==> config.mk <==
export PLATFORM = sky130hd
export DESIGN_NAME = usb_ep_dbuf
export DESIGN_NICKNAME = d
export VERILOG_FILES = /design/src/rtl/usb_pkg.sv /design/src/rtl/usb_ep_bankpair.sv /design/src/rtl/usb_ep_dbuf.sv
export SDC_FILE = /design/constraint.sdc
export NUM_CORES = 1
export LEC_CHECK = 0
export BUFFER_PORTS_ARGS = -buffer_cell sky130_fd_sc_hd__clkbuf_2
export CORE_ASPECT_RATIO = 1.25
export CORE_UTILIZATION = 54
export CTS_CLUSTER_SIZE = 30
export DETAILED_ROUTE_END_ITERATION = 12
export PLACE_DENSITY = 0.85
export SKIP_LAST_GASP = 1
export SLEW_MARGIN = 15
export SYNTH_ARGS = -nofsm -noshare
export SYNTH_HDL_FRONTEND = slang
export SYNTH_SLANG_ARGS = --single-unit
==> constraint.sdc <==
create_clock -name clk -period 4.6 [get_ports clk]
set_input_delay 0.92 -clock clk [delete_from_list [all_inputs] [get_ports clk]]
set_output_delay 0.92 -clock clk [all_outputs]
set_load 0.03 [all_outputs]
==> src/rtl/usb_pkg.sv <==
// Shared definitions for the USB endpoint status/handshake engine.
//   hs_e          : handshake codes driven towards the protocol engine
//   CMD_*         : bit positions in the CPU command word
//   ST_*          : bit positions in the CPU status word
//   CNT_LSB       : LSB of the byte-count field in both words
package usb_pkg;

    typedef enum logic [1:0] {
        HS_ACK   = 2'b00,
        HS_NONE  = 2'b01,
        HS_NAK   = 2'b10,
        HS_STALL = 2'b11
    } hs_e;

    localparam int unsigned CMD_COMMIT    = 0;
    localparam int unsigned CMD_RELEASE   = 1;
    localparam int unsigned CMD_CLR_SETUP = 3;
    localparam int unsigned CMD_STALL     = 4;
    localparam int unsigned CMD_SET_TOG   = 6;
    localparam int unsigned CMD_CLR_TOG   = 7;
    localparam int unsigned CMD_CLR_XRUN  = 8;

    localparam int unsigned ST_FULL_CUR = 0;
    localparam int unsigned ST_FULL_OTH = 1;
    localparam int unsigned ST_SETUP    = 2;
    localparam int unsigned ST_STALL    = 4;
    localparam int unsigned ST_TOGGLE   = 5;
    localparam int unsigned ST_XRUN     = 8;
    localparam int unsigned ST_CPU_PTR  = 9;
    localparam int unsigned ST_USB_PTR  = 10;

    localparam int unsigned CNT_LSB = 16;

endpackage

==> src/rtl/usb_ep_bankpair.sv <==
// Buffer bookkeeping for one endpoint direction: two banks (or one when
// DUAL_BUF=0), each with a full flag and a byte count, plus the USB-side and
// CPU-side bank pointers.
//   usb_evt     : transaction completed on this direction
//   usb_fill    : 1 = USB fills the bank (OUT), 0 = USB drains it (IN)
//   usb_cnt     : byte count stored on a fill
//   cpu_commit  : CPU hands a filled bank to USB (ignored if bank full)
//   cpu_release : CPU gives an emptied bank back (ignored if bank empty)
//   cpu_cnt     : byte count stored on a commit
//   full/count  : per-bank state, usb_ptr/cpu_ptr : bank pointers
module usb_ep_bankpair #(
    parameter int unsigned CNT_W    = 7,
    parameter int unsigned DUAL_BUF = 1
) (
    input  logic                  clk,
    input  logic                  rst_n,
    input  logic                  usb_evt,
    input  logic                  usb_fill,
    input  logic [CNT_W-1:0]      usb_cnt,
    input  logic                  cpu_commit,
    input  logic                  cpu_release,
    input  logic [CNT_W-1:0]      cpu_cnt,
    output logic [1:0]            full,
    output logic [1:0][CNT_W-1:0] count,
    output logic                  usb_ptr,
    output logic                  cpu_ptr
);

    localparam bit PP = (DUAL_BUF != 0);

    logic commit_ok;
    logic release_ok;

    assign commit_ok  = cpu_commit  & ~full[cpu_ptr];
    assign release_ok = cpu_release &  full[cpu_ptr];

    // CPU updates come last so they win when both sides hit the same bank.
    always_ff @(posedge clk or negedge rst_n) begin
        if (!rst_n) begin
            full    <= '0;
            count   <= '0;
            usb_ptr <= 1'b0;
            cpu_ptr <= 1'b0;
        end else begin
            if (usb_evt) begin
                full[usb_ptr] <= usb_fill;
                if (usb_fill) begin
                    count[usb_ptr] <= usb_cnt;
                end
                if (PP) begin
                    usb_ptr <= ~usb_ptr;
                end
            end
            if (commit_ok) begin
                full[cpu_ptr]  <= 1'b1;
                count[cpu_ptr] <= cpu_cnt;
                if (PP) begin
                    cpu_ptr <= ~cpu_ptr;
                end
            end
            if (release_ok) begin
                full[cpu_ptr] <= 1'b0;
                if (PP) begin
                    cpu_ptr <= ~cpu_ptr;
                end
            end
        end
    end

endmodule

==> src/rtl/usb_ep_dbuf.sv <==
// Endpoint status/handshake engine with optional ping-pong buffering and
// isochronous mode, between the USB protocol engine and the CPU register port.
//   direction_in/setup/success/cnt : token side from the protocol engine
//   toggle/handshake/bank/in_data_valid : combinational response for the
//                                         transaction in flight
//   ctrl_dir_in/ctrl_wr_data/ctrl_wr_strobe : CPU command port
//   ctrl_rd_data : combinational status word of the side ctrl_dir_in selects
module usb_ep_dbuf
    import usb_pkg::*;
#(
    parameter int unsigned CNT_W    = 7,
    parameter int unsigned DUAL_BUF = 1,
    parameter int unsigned ISO      = 0
) (
    input  logic             clk,
    input  logic             rst_n,
    input  logic             direction_in,
    input  logic             setup,
    input  logic             success,
    input  logic [CNT_W-1:0] cnt,
    output logic             toggle,
    output logic [1:0]       handshake,
    output logic             bank,
    output logic             in_data_valid,
    input  logic             ctrl_dir_in,
    output logic [31:0]      ctrl_rd_data,
    input  logic [31:0]      ctrl_wr_data,
    input  logic             ctrl_wr_strobe
);

    localparam bit ISO_B = (ISO != 0);

    logic                  setup_tok;
    logic                  succ_in;
    logic                  succ_out;
    logic                  setup_done;
    logic                  wr_in;
    logic                  wr_out;
    logic [CNT_W-1:0]      wr_cnt;
    logic                  unused_wd;

    logic [1:0]            in_full;
    logic [1:0][CNT_W-1:0] in_count;
    logic                  in_usb_ptr;
    logic                  in_cpu_ptr;
    logic [1:0]            out_full;
    logic [1:0][CNT_W-1:0] out_count;
    logic                  out_usb_ptr;
    logic                  out_cpu_ptr;
    logic                  in_full_usb;
    logic                  out_full_usb;

    logic                  setup_q;
    logic                  tog_in;
    logic                  tog_out;
    logic                  stall_in;
    logic                  stall_out;
    logic                  xrun_in;
    logic                  xrun_out;
    logic                  xrun_in_set;
    logic                  xrun_out_set;

    hs_e                   hs_c;

    // Isochronous endpoints have no SETUP handling at all.
    assign setup_tok  = setup & ~direction_in & ~ISO_B;
    assign succ_in    = success &  direction_in;
    assign succ_out   = success & ~direction_in;
    assign setup_done = succ_out & setup_tok;
    assign wr_in      = ctrl_wr_strobe &  ctrl_dir_in;
    assign wr_out     = ctrl_wr_strobe & ~ctrl_dir_in;
    assign wr_cnt     = ctrl_wr_data[CNT_LSB +: CNT_W];
    assign unused_wd  = ^ctrl_wr_data;

    usb_ep_bankpair #(.CNT_W(CNT_W), .DUAL_BUF(DUAL_BUF)) u_in (
        .clk         (clk),
        .rst_n       (rst_n),
        .usb_evt     (succ_in),
        .usb_fill    (1'b0),
        .usb_cnt     (cnt),
        .cpu_commit  (wr_in & ctrl_wr_data[CMD_COMMIT]),
        .cpu_release (1'b0),
        .cpu_cnt     (wr_cnt),
        .full        (in_full),
        .count       (in_count),
        .usb_ptr     (in_usb_ptr),
        .cpu_ptr     (in_cpu_ptr)
    );

    usb_ep_bankpair #(.CNT_W(CNT_W), .DUAL_BUF(DUAL_BUF)) u_out (
        .clk         (clk),
        .rst_n       (rst_n),
        .usb_evt     (succ_out),
        .usb_fill    (1'b1),
        .usb_cnt     (cnt),
        .cpu_commit  (1'b0),
        .cpu_release (wr_out & ctrl_wr_data[CMD_RELEASE]),
        .cpu_cnt     (wr_cnt),
        .full        (out_full),
        .count       (out_count),
        .usb_ptr     (out_usb_ptr),
        .cpu_ptr     (out_cpu_ptr)
    );

    assign in_full_usb  = in_full[in_usb_ptr];
    assign out_full_usb = out_full[out_usb_ptr];

    // Overrun: SETUP or iso OUT landing on a full bank. Underrun: iso IN with nothing armed.
    assign xrun_out_set = succ_out & out_full_usb & (setup_tok | ISO_B);
    assign xrun_in_set  = ISO_B & direction_in & ~in_full_usb & ~success;

    // Toggle, stall and setup flag; CPU writes land last and win on a clash.
    always_ff @(posedge clk or negedge rst_n) begin
        if (!rst_n) begin
            setup_q   <= 1'b0;
            tog_in    <= 1'b0;
            tog_out   <= 1'b0;
            stall_in  <= 1'b0;
            stall_out <= 1'b0;
        end else if (!ISO_B) begin
            if (succ_in) begin
                tog_in <= ~tog_in;
            end
            if (succ_out) begin
                tog_out <= ~tog_out;
            end
            if (setup_done) begin
                setup_q   <= 1'b1;
                stall_in  <= 1'b0;
                stall_out <= 1'b0;
                tog_in    <= 1'b1;
                tog_out   <= 1'b1;
            end
            if (wr_in) begin
                stall_in <= ctrl_wr_data[CMD_STALL];
                if (ctrl_wr_data[CMD_SET_TOG]) tog_in <= 1'b1;
                if (ctrl_wr_data[CMD_CLR_TOG]) tog_in <= 1'b0;
            end
            if (wr_out) begin
                stall_out <= ctrl_wr_data[CMD_STALL];
                if (ctrl_wr_data[CMD_SET_TOG])   tog_out <= 1'b1;
                if (ctrl_wr_data[CMD_CLR_TOG])   tog_out <= 1'b0;
                if (ctrl_wr_data[CMD_CLR_SETUP]) setup_q <= 1'b0;
            end
        end
    end

    // Over/underrun flags, sticky until the CPU clears them.
    always_ff @(posedge clk or negedge rst_n) begin
        if (!rst_n) begin
            xrun_in  <= 1'b0;
            xrun_out <= 1'b0;
        end else begin
            if (xrun_in_set)  xrun_in  <= 1'b1;
            if (xrun_out_set) xrun_out <= 1'b1;
            if (wr_in  && ctrl_wr_data[CMD_CLR_XRUN]) xrun_in  <= 1'b0;
            if (wr_out && ctrl_wr_data[CMD_CLR_XRUN]) xrun_out <= 1'b0;
        end
    end

    // Handshake for the token in flight.
    always_comb begin
        hs_c = HS_NAK;
        if (ISO_B) begin
            hs_c = (direction_in && in_full_usb) ? HS_ACK : HS_NONE;
        end else if (direction_in) begin
            if (stall_in && !setup_q) begin
                hs_c = HS_STALL;
            end else if (!stall_in && !setup_q && in_full_usb) begin
                hs_c = HS_ACK;
            end
        end else begin
            if (setup_tok) begin
                hs_c = HS_ACK;
            end else if (stall_out && !setup_q) begin
                hs_c = HS_STALL;
            end else if (!stall_out && !setup_q && !out_full_usb) begin
                hs_c = HS_ACK;
            end
        end
    end

    // A SETUP packet is always DATA0; the status stage after it is DATA1.
    always_comb begin
        toggle = 1'b0;
        if (!ISO_B) begin
            if (setup_tok) begin
                toggle = 1'b0;
            end else if (setup_q) begin
                toggle = 1'b1;
            end else begin
                toggle = direction_in ? tog_in : tog_out;
            end
        end
    end

    assign handshake     = hs_c;
    assign bank          = direction_in ? in_usb_ptr : out_usb_ptr;
    assign in_data_valid = direction_in & (cnt != in_count[in_usb_ptr]);

    // Status word of the side the CPU is addressing.
    always_comb begin
        logic [1:0]            s_full;
        logic [1:0][CNT_W-1:0] s_count;
        logic                  s_cpu;
        logic                  s_usb;
        s_full  = ctrl_dir_in ? in_full     : out_full;
        s_count = ctrl_dir_in ? in_count    : out_count;
        s_cpu   = ctrl_dir_in ? in_cpu_ptr  : out_cpu_ptr;
        s_usb   = ctrl_dir_in ? in_usb_ptr  : out_usb_ptr;
        ctrl_rd_data                      = '0;
        ctrl_rd_data[ST_FULL_CUR]         = s_full[s_cpu];
        ctrl_rd_data[ST_FULL_OTH]         = s_full[~s_cpu];
        ctrl_rd_data[ST_SETUP]            = setup_q;
        ctrl_rd_data[ST_STALL]            = ctrl_dir_in ? stall_in : stall_out;
        ctrl_rd_data[ST_TOGGLE]           = ctrl_dir_in ? tog_in : tog_out;
        ctrl_rd_data[ST_XRUN]             = ctrl_dir_in ? xrun_in : xrun_out;
        ctrl_rd_data[ST_CPU_PTR]          = s_cpu;
        ctrl_rd_data[ST_USB_PTR]          = s_usb;
        ctrl_rd_data[CNT_LSB +: CNT_W]    = s_count[s_cpu];
    end

endmodule

==> results of run 1 <==
## flip-flops by register name (all words and copies together), names as in the netlist
register       count
u_in.usb_ptr       1
setup_q            1
stall_out          1
u_out.full         2
stall_in           1
xrun_out           1
u_out.usb_ptr      1
u_out.count       14
tog_out            1
tog_in             1
u_out.cpu_ptr      1
u_in.full          2
u_in.count        14
u_in.cpu_ptr       1
## Yosys cell counts (all sizes together) (2+ instances only)
library cell,number,share of area (%)
a211oi,9,2.8
a21oi,14,2.9
a31oi,5,1.3
buf,25,8.0
clkbuf,7,1.1
dfrtp,42,44
inv,2,0.32
mux2,33,16
mux2i,17,7.1
nand2,12,1.9
nand3,6,1.3
nor2,5,0.79
nor2b,12,3.2
o21ai,6,1.3
o31ai,3,0.95
xnor2,4,1.5
xor2,6,2.2
## per-layer routing
layer	GRT usage, %	vias up	part of all wire (%)
li1	-	815	-
met1	27.9	829	41
met2	37.1	67	52
met3	4.41	12	5.4
met4	8.67	0	2.2
met5	0	-	0
## cell families after synthesis
kind of cell / synth area share, %
AO/OA/AOI/OAI: 10.8
XOR/XNOR: 3.68
buffers and inverters: 9.40
flip-flops: 44.1
multiplexers: 22.7
other: 0.157
AND/OR/NAND/NOR: 9.14
## power by group
part	switching [mW]	internal, mW
Clock	0.120	0.174
Sequential	0.197	0.536
Combinational	0.394	0.339
## critical path, delay by kind of cell, from the launching register on
family          cells  cell delay (ns)
flops               1             0.72
mux                 1             0.34
compound gates      1             0.33
buf+inv             1             0.19
xor+xnor            1             0.17
simple gates        1             0.12
## cell type report
cell class / count / area (um^2)
Sequential cell: 42 / 1050
Clock buffer: 6 / 82.6
Tap cell: 56 / 70.1
Multi-Input combinational cell: 159 / 1170
Fill cell: 367 / 1520
Inverter: 2 / 7.51
Clock inverter: 1 / 30.0
Timing Repair Buffer: 47 / 235
## worst paths after layout
kind / from / endpoint / slack, ns / cells after the start
max in group asynchronous: rst_n / u_in.count[11] / 3.18 / 1
setup reg to reg: u_in.cpu_ptr / u_in.count[13] / 2.89 / 2
min in group asynchronous: rst_n / xrun_out / 0.80 / 1
setup / recovery: u_in.usb_ptr / in_data_valid / 1.51 / 5
hold / removal: u_out.count[6] / u_out.count[6] / 0.50 / 1
hold reg to reg: u_out.count[6] / u_out.count[6] / 0.50 / 1
==> flow_metrics.tcl, run 1 <==
set metrics [dict create \
    status "finished, final reports clean" \
    post_cts_resized 0 \
    grt_max_degree 43 \
    cp_cell_sequence "mux2i_1 -> xor2_1 -> nand4_1 -> o41a_1 -> clkbuf_2" \
    ys_types 33 \
    die_x_um 61.4 \
    postCtsSetupRepairBufs 0 \
    required_ns 3.68 \
    path_clk_slew_ns 0.08 \
    nets 303 \
    ant_nets 0 \
    cts_tree "built" \
    rows 26 \
    dpl.hpwl_mm 3.48 \
    drtIter0Drc 118 \
    whs_ns 0.499 \
    firstDrtPassIters 4 \
    setup_violations 0 \
    fin_util_pct 63.5 \
    grt_pass1_vias 1737 \
    finalClockSkew_ns 0.00532 \
    setup_tns_ns 0 \
    grt_setup_unrepaired "no" \
    ys_warn_count 0 \
    powerDensity_nw_per_um2 665 \
    instances_no_fill 313 \
    layout_common_cells "clkbuf_2 (47), dfrtp_1 (42), mux2_2 (32), mux2i_1 (17), conb_1 (17)" \
    drv_cap 0 \
    final_cell_area_um2 2640 \
    arrival_ns 2.17 \
    antenna_found_initial 0 \
    cts_buffers 5 \
    slew_viol_final 0 \
    insertion_delay_ns 0.29 \
    gp_congestion 0.819 \
    num_antenna_cells 0 \
    crit_type "reg2out" \
    clock_path_buffers 2 \
    startpoint_type "flip-flop" \
    cts_hold_buffers 0 \
    die_area_um2 4680 \
    fmax_mhz 324 \
    place_ws_ns 1.73 \
    slew_headroom_pct 31.7 \
    layout_commonest_cell "clkbuf_2" \
    cts.root.buffer_cell "clkbuf_8" \
    period_minus_slack_ns 3.09 \
    drc 0 \
    placed_area_um2 2530 \
    finalWirelength_mm 4.78 \
    synth.ff_latch_count 42 \
    syn_inst 219 \
    num_vias 1723 \
    peakVddDrop_v 0.000386 \
    synth_edf_count 0 \
    io_pins 83 \
    start_util_pct 57.2 \
    synth-seq-area-share_pct 44.1 \
    hold_class "reg2reg" \
    ys.flop_type "dfrtp_1" \
    core_um2 4160 \
    avgSynthCellArea_um2 10.9 \
    grt_first_pass_wirelength_mm 7.75 \
    dp_cells 306 \
    synthArstFlopShare_pct 100 \
    cp_max_fo 13 \
    finalCritPeriodShare_pct 67.1 \
    p_total_mw 1.76 \
    worst_pin_slew_ns 1.02 \
    hold_violations 0 \
    syn_area_um2 2380 \
    cp-end-kind "output port" \
    die_h_um 76.3 \
    avgViaCountPerCell 5.50 \
    grt_overflow 0 \
    max_stage_delay_ns 0.72 \
    fin_ws_ns 1.51 \
    io_buffer_count 47 \
    grtUsageTotal_pct 22.3 \
    cts_max_level 2 \
    clock-sinks 42 \
    worst_path_max_delay_cell "dfrtp_1" \
    leakagePower_nw 1.24 \
    final_layout_size_suffix_gt1_share_pct 33.9 \
    area_growth_pct 11.0 \
    wire_per_inst_um 15.3 \
]
Note: power is estimated with default switching activity, not from simulation.
==> run 2, diff against run 1 <==
--- a/config.mk
+++ b/config.mk
@@ -7,10 +7,10 @@
 export LEC_CHECK = 0
 export BUFFER_PORTS_ARGS = -buffer_cell sky130_fd_sc_hd__clkbuf_2
 export CORE_ASPECT_RATIO = 1.25
-export CORE_UTILIZATION = 54
+export CORE_UTILIZATION = 45
 export CTS_CLUSTER_SIZE = 30
 export DETAILED_ROUTE_END_ITERATION = 12
-export PLACE_DENSITY = 0.85
+export PLACE_DENSITY = 0.76
 export SKIP_LAST_GASP = 1
 export SLEW_MARGIN = 15
 export SYNTH_ARGS = -nofsm -noshare
==> constraint.sdc (replaced) <==
create_clock -name clk -period 2.6 [get_ports clk]
set_input_delay 0.52 -clock clk [delete_from_list [all_inputs] [get_ports clk]]
set_output_delay 0.52 -clock clk [all_outputs]
set_load 0.03 [all_outputs]
==> flow_metrics.tcl, run 2 (synthesis gave the netlist of run 1 again) <==
set metrics [dict create \
    setup_tns_ns 0 \
    reg_top3 "u_in.count: 14 flops, u_out.count: 14 flops" \
    avgViaCountPerCell 5.28 \
    reg2reg_slack_ns 0.92 \
    grtUsageTotal_pct 19.1 \
    grt_pass1_vias 1710 \
    final_cell_area_um2 2670 \
    die_h_um 83.4 \
    num_antenna_cells 0 \
    crit_type "reg2out" \
    slew_viol_final 0 \
    clock_path_buffers 2 \
    grt_max_degree 43 \
    fmax_mhz 398 \
    cp-end-kind "output port" \
    gp_congestion 0.803 \
    worst_pin_slew_ns 0.672 \
    path_clk_slew_ns 0.08 \
    cts_buffers 5 \
    drv_cap 0 \
    cts.root.buffer_cell "clkbuf_8" \
    r2r_cells 2 \
    finalCritPeriodShare_pct 96.5 \
    nets 308 \
    clock-sinks 42 \
    period_minus_slack_ns 2.51 \
    status "finished, final reports clean" \
    final_layout_size_suffix_gt1_share_pct 35.4 \
    hold_class "in2async" \
    worstReg2RegStart "u_in.cpu_ptr" \
    io_pins 83 \
    cts_tree "built" \
    peakVddDrop_v 0.000638 \
    startpoint_type "flip-flop" \
    wire_per_inst_um 14.9 \
    rows 29 \
    setup_violations 0 \
    ant_nets 0 \
    insertion_delay_ns 0.29 \
    post_cts_resized 1 \
    drc 0 \
    slew_headroom_pct 55.2 \
    dpl.hpwl_mm 3.53 \
    required_ns 2.08 \
    die_x_um 67.1 \
    core_um2 5080 \
    leakagePower_nw 1.26 \
    cts_hold_buffers 0 \
    finalWirelength_mm 4.84 \
    worstReg2RegEnd "u_in.count[12]" \
    layout_commonest_cell "clkbuf_2" \
    finalClockSkew_ns 0.00370 \
    io_buffer_count 47 \
    drtIter0Drc 64 \
    start_util_pct 46.9 \
    firstDrtPassIters 4 \
    grt_setup_unrepaired "no" \
    hold_violations 0 \
    die_area_um2 5590 \
    whs_ns 0.276 \
    grt_first_pass_wirelength_mm 7.93 \
    num_vias 1717 \
    cp_max_fo 9 \
    grt_overflow 0 \
    placed_area_um2 2580 \
    postCtsSetupRepairBufs 0 \
    antenna_found_initial 0 \
    powerDensity_nw_per_um2 1140 \
    cts_max_level 2 \
    arrival_ns 1.99 \
    area_growth_pct 12.0 \
    layout_common_cells "clkbuf_2 (47), dfrtp_1 (41), mux2_2 (32), mux2i_1 (17), conb_1 (17)" \
]
[run 2: routing by layer]
layer / global-route usage (%) / part of all wire, % / vias up
met5: 0 / 0 / -
li1: - / - / 826
met4: 6.96 / 2.0 / 0
met2: 30.3 / 49 / 60
met1: 24.4 / 43 / 822
met3: 4.95 / 5.7 / 9
[run 2: final cells by class]
type | instances | area (um^2)
inverters | 2 | 7.51
repair buffers | 52 | 273
clock inverters | 1 | 5.00
flip-flops and latches | 42 | 1050
well taps | 62 | 77.6
fillers | 464 | 2410
multi-input cells | 159 | 1170
clock buffers | 7 | 86.3
[run 2: stage by stage]
stage | instances | total power [mW] | utilization (%) | setup WS, ns
4_1_cts | 325 | 3.06 | 52.5 | 0.110
6_report | 325 | 3.03 | 52.5 | 0.0906
3_5_place_dp | 317 | 2.62 | 50.7 | 0.302
3_3_place_gp | 317 | 2.56 | 50.7 | 0.353
5_1_grt | 325 | 3.25 | 52.5 | 0.0418
2_1_floorplan | 235 | 2.33 | - | 0.437
[run 2: worst max path at each step]
| stage | from | to | slack (ns) | depth (start not counted) |
|---|---|---|---|---|
| after floorplan | ctrl_dir_in | ctrl_rd_data[0] | 0.44 | 4 |
| after global routing | u_in.usb_ptr | in_data_valid | 0.04 | 5 |
| after CTS | u_in.usb_ptr | in_data_valid | 0.11 | 5 |
| final | u_in.usb_ptr | in_data_valid | 0.09 | 5 |
| after detailed placement | u_in.usb_ptr | in_data_valid | 0.30 | 5 |
| after global placement | u_in.usb_ptr | in_data_valid | 0.35 | 5 |
[run 2: where the power goes]
group	internal, mW	switching, mW
combinational	0.615	0.710
clock	0.214	0.217
sequential	0.951	0.326
[run 2: worst max-delay path, cell delays in order (launching register included)]
cell,delay (ns)
dfrtp_2,0.52
mux2i_1,0.34
xor2_1,0.20
nand4_1,0.11
o41a_1,0.33
clkbuf_2,0.19
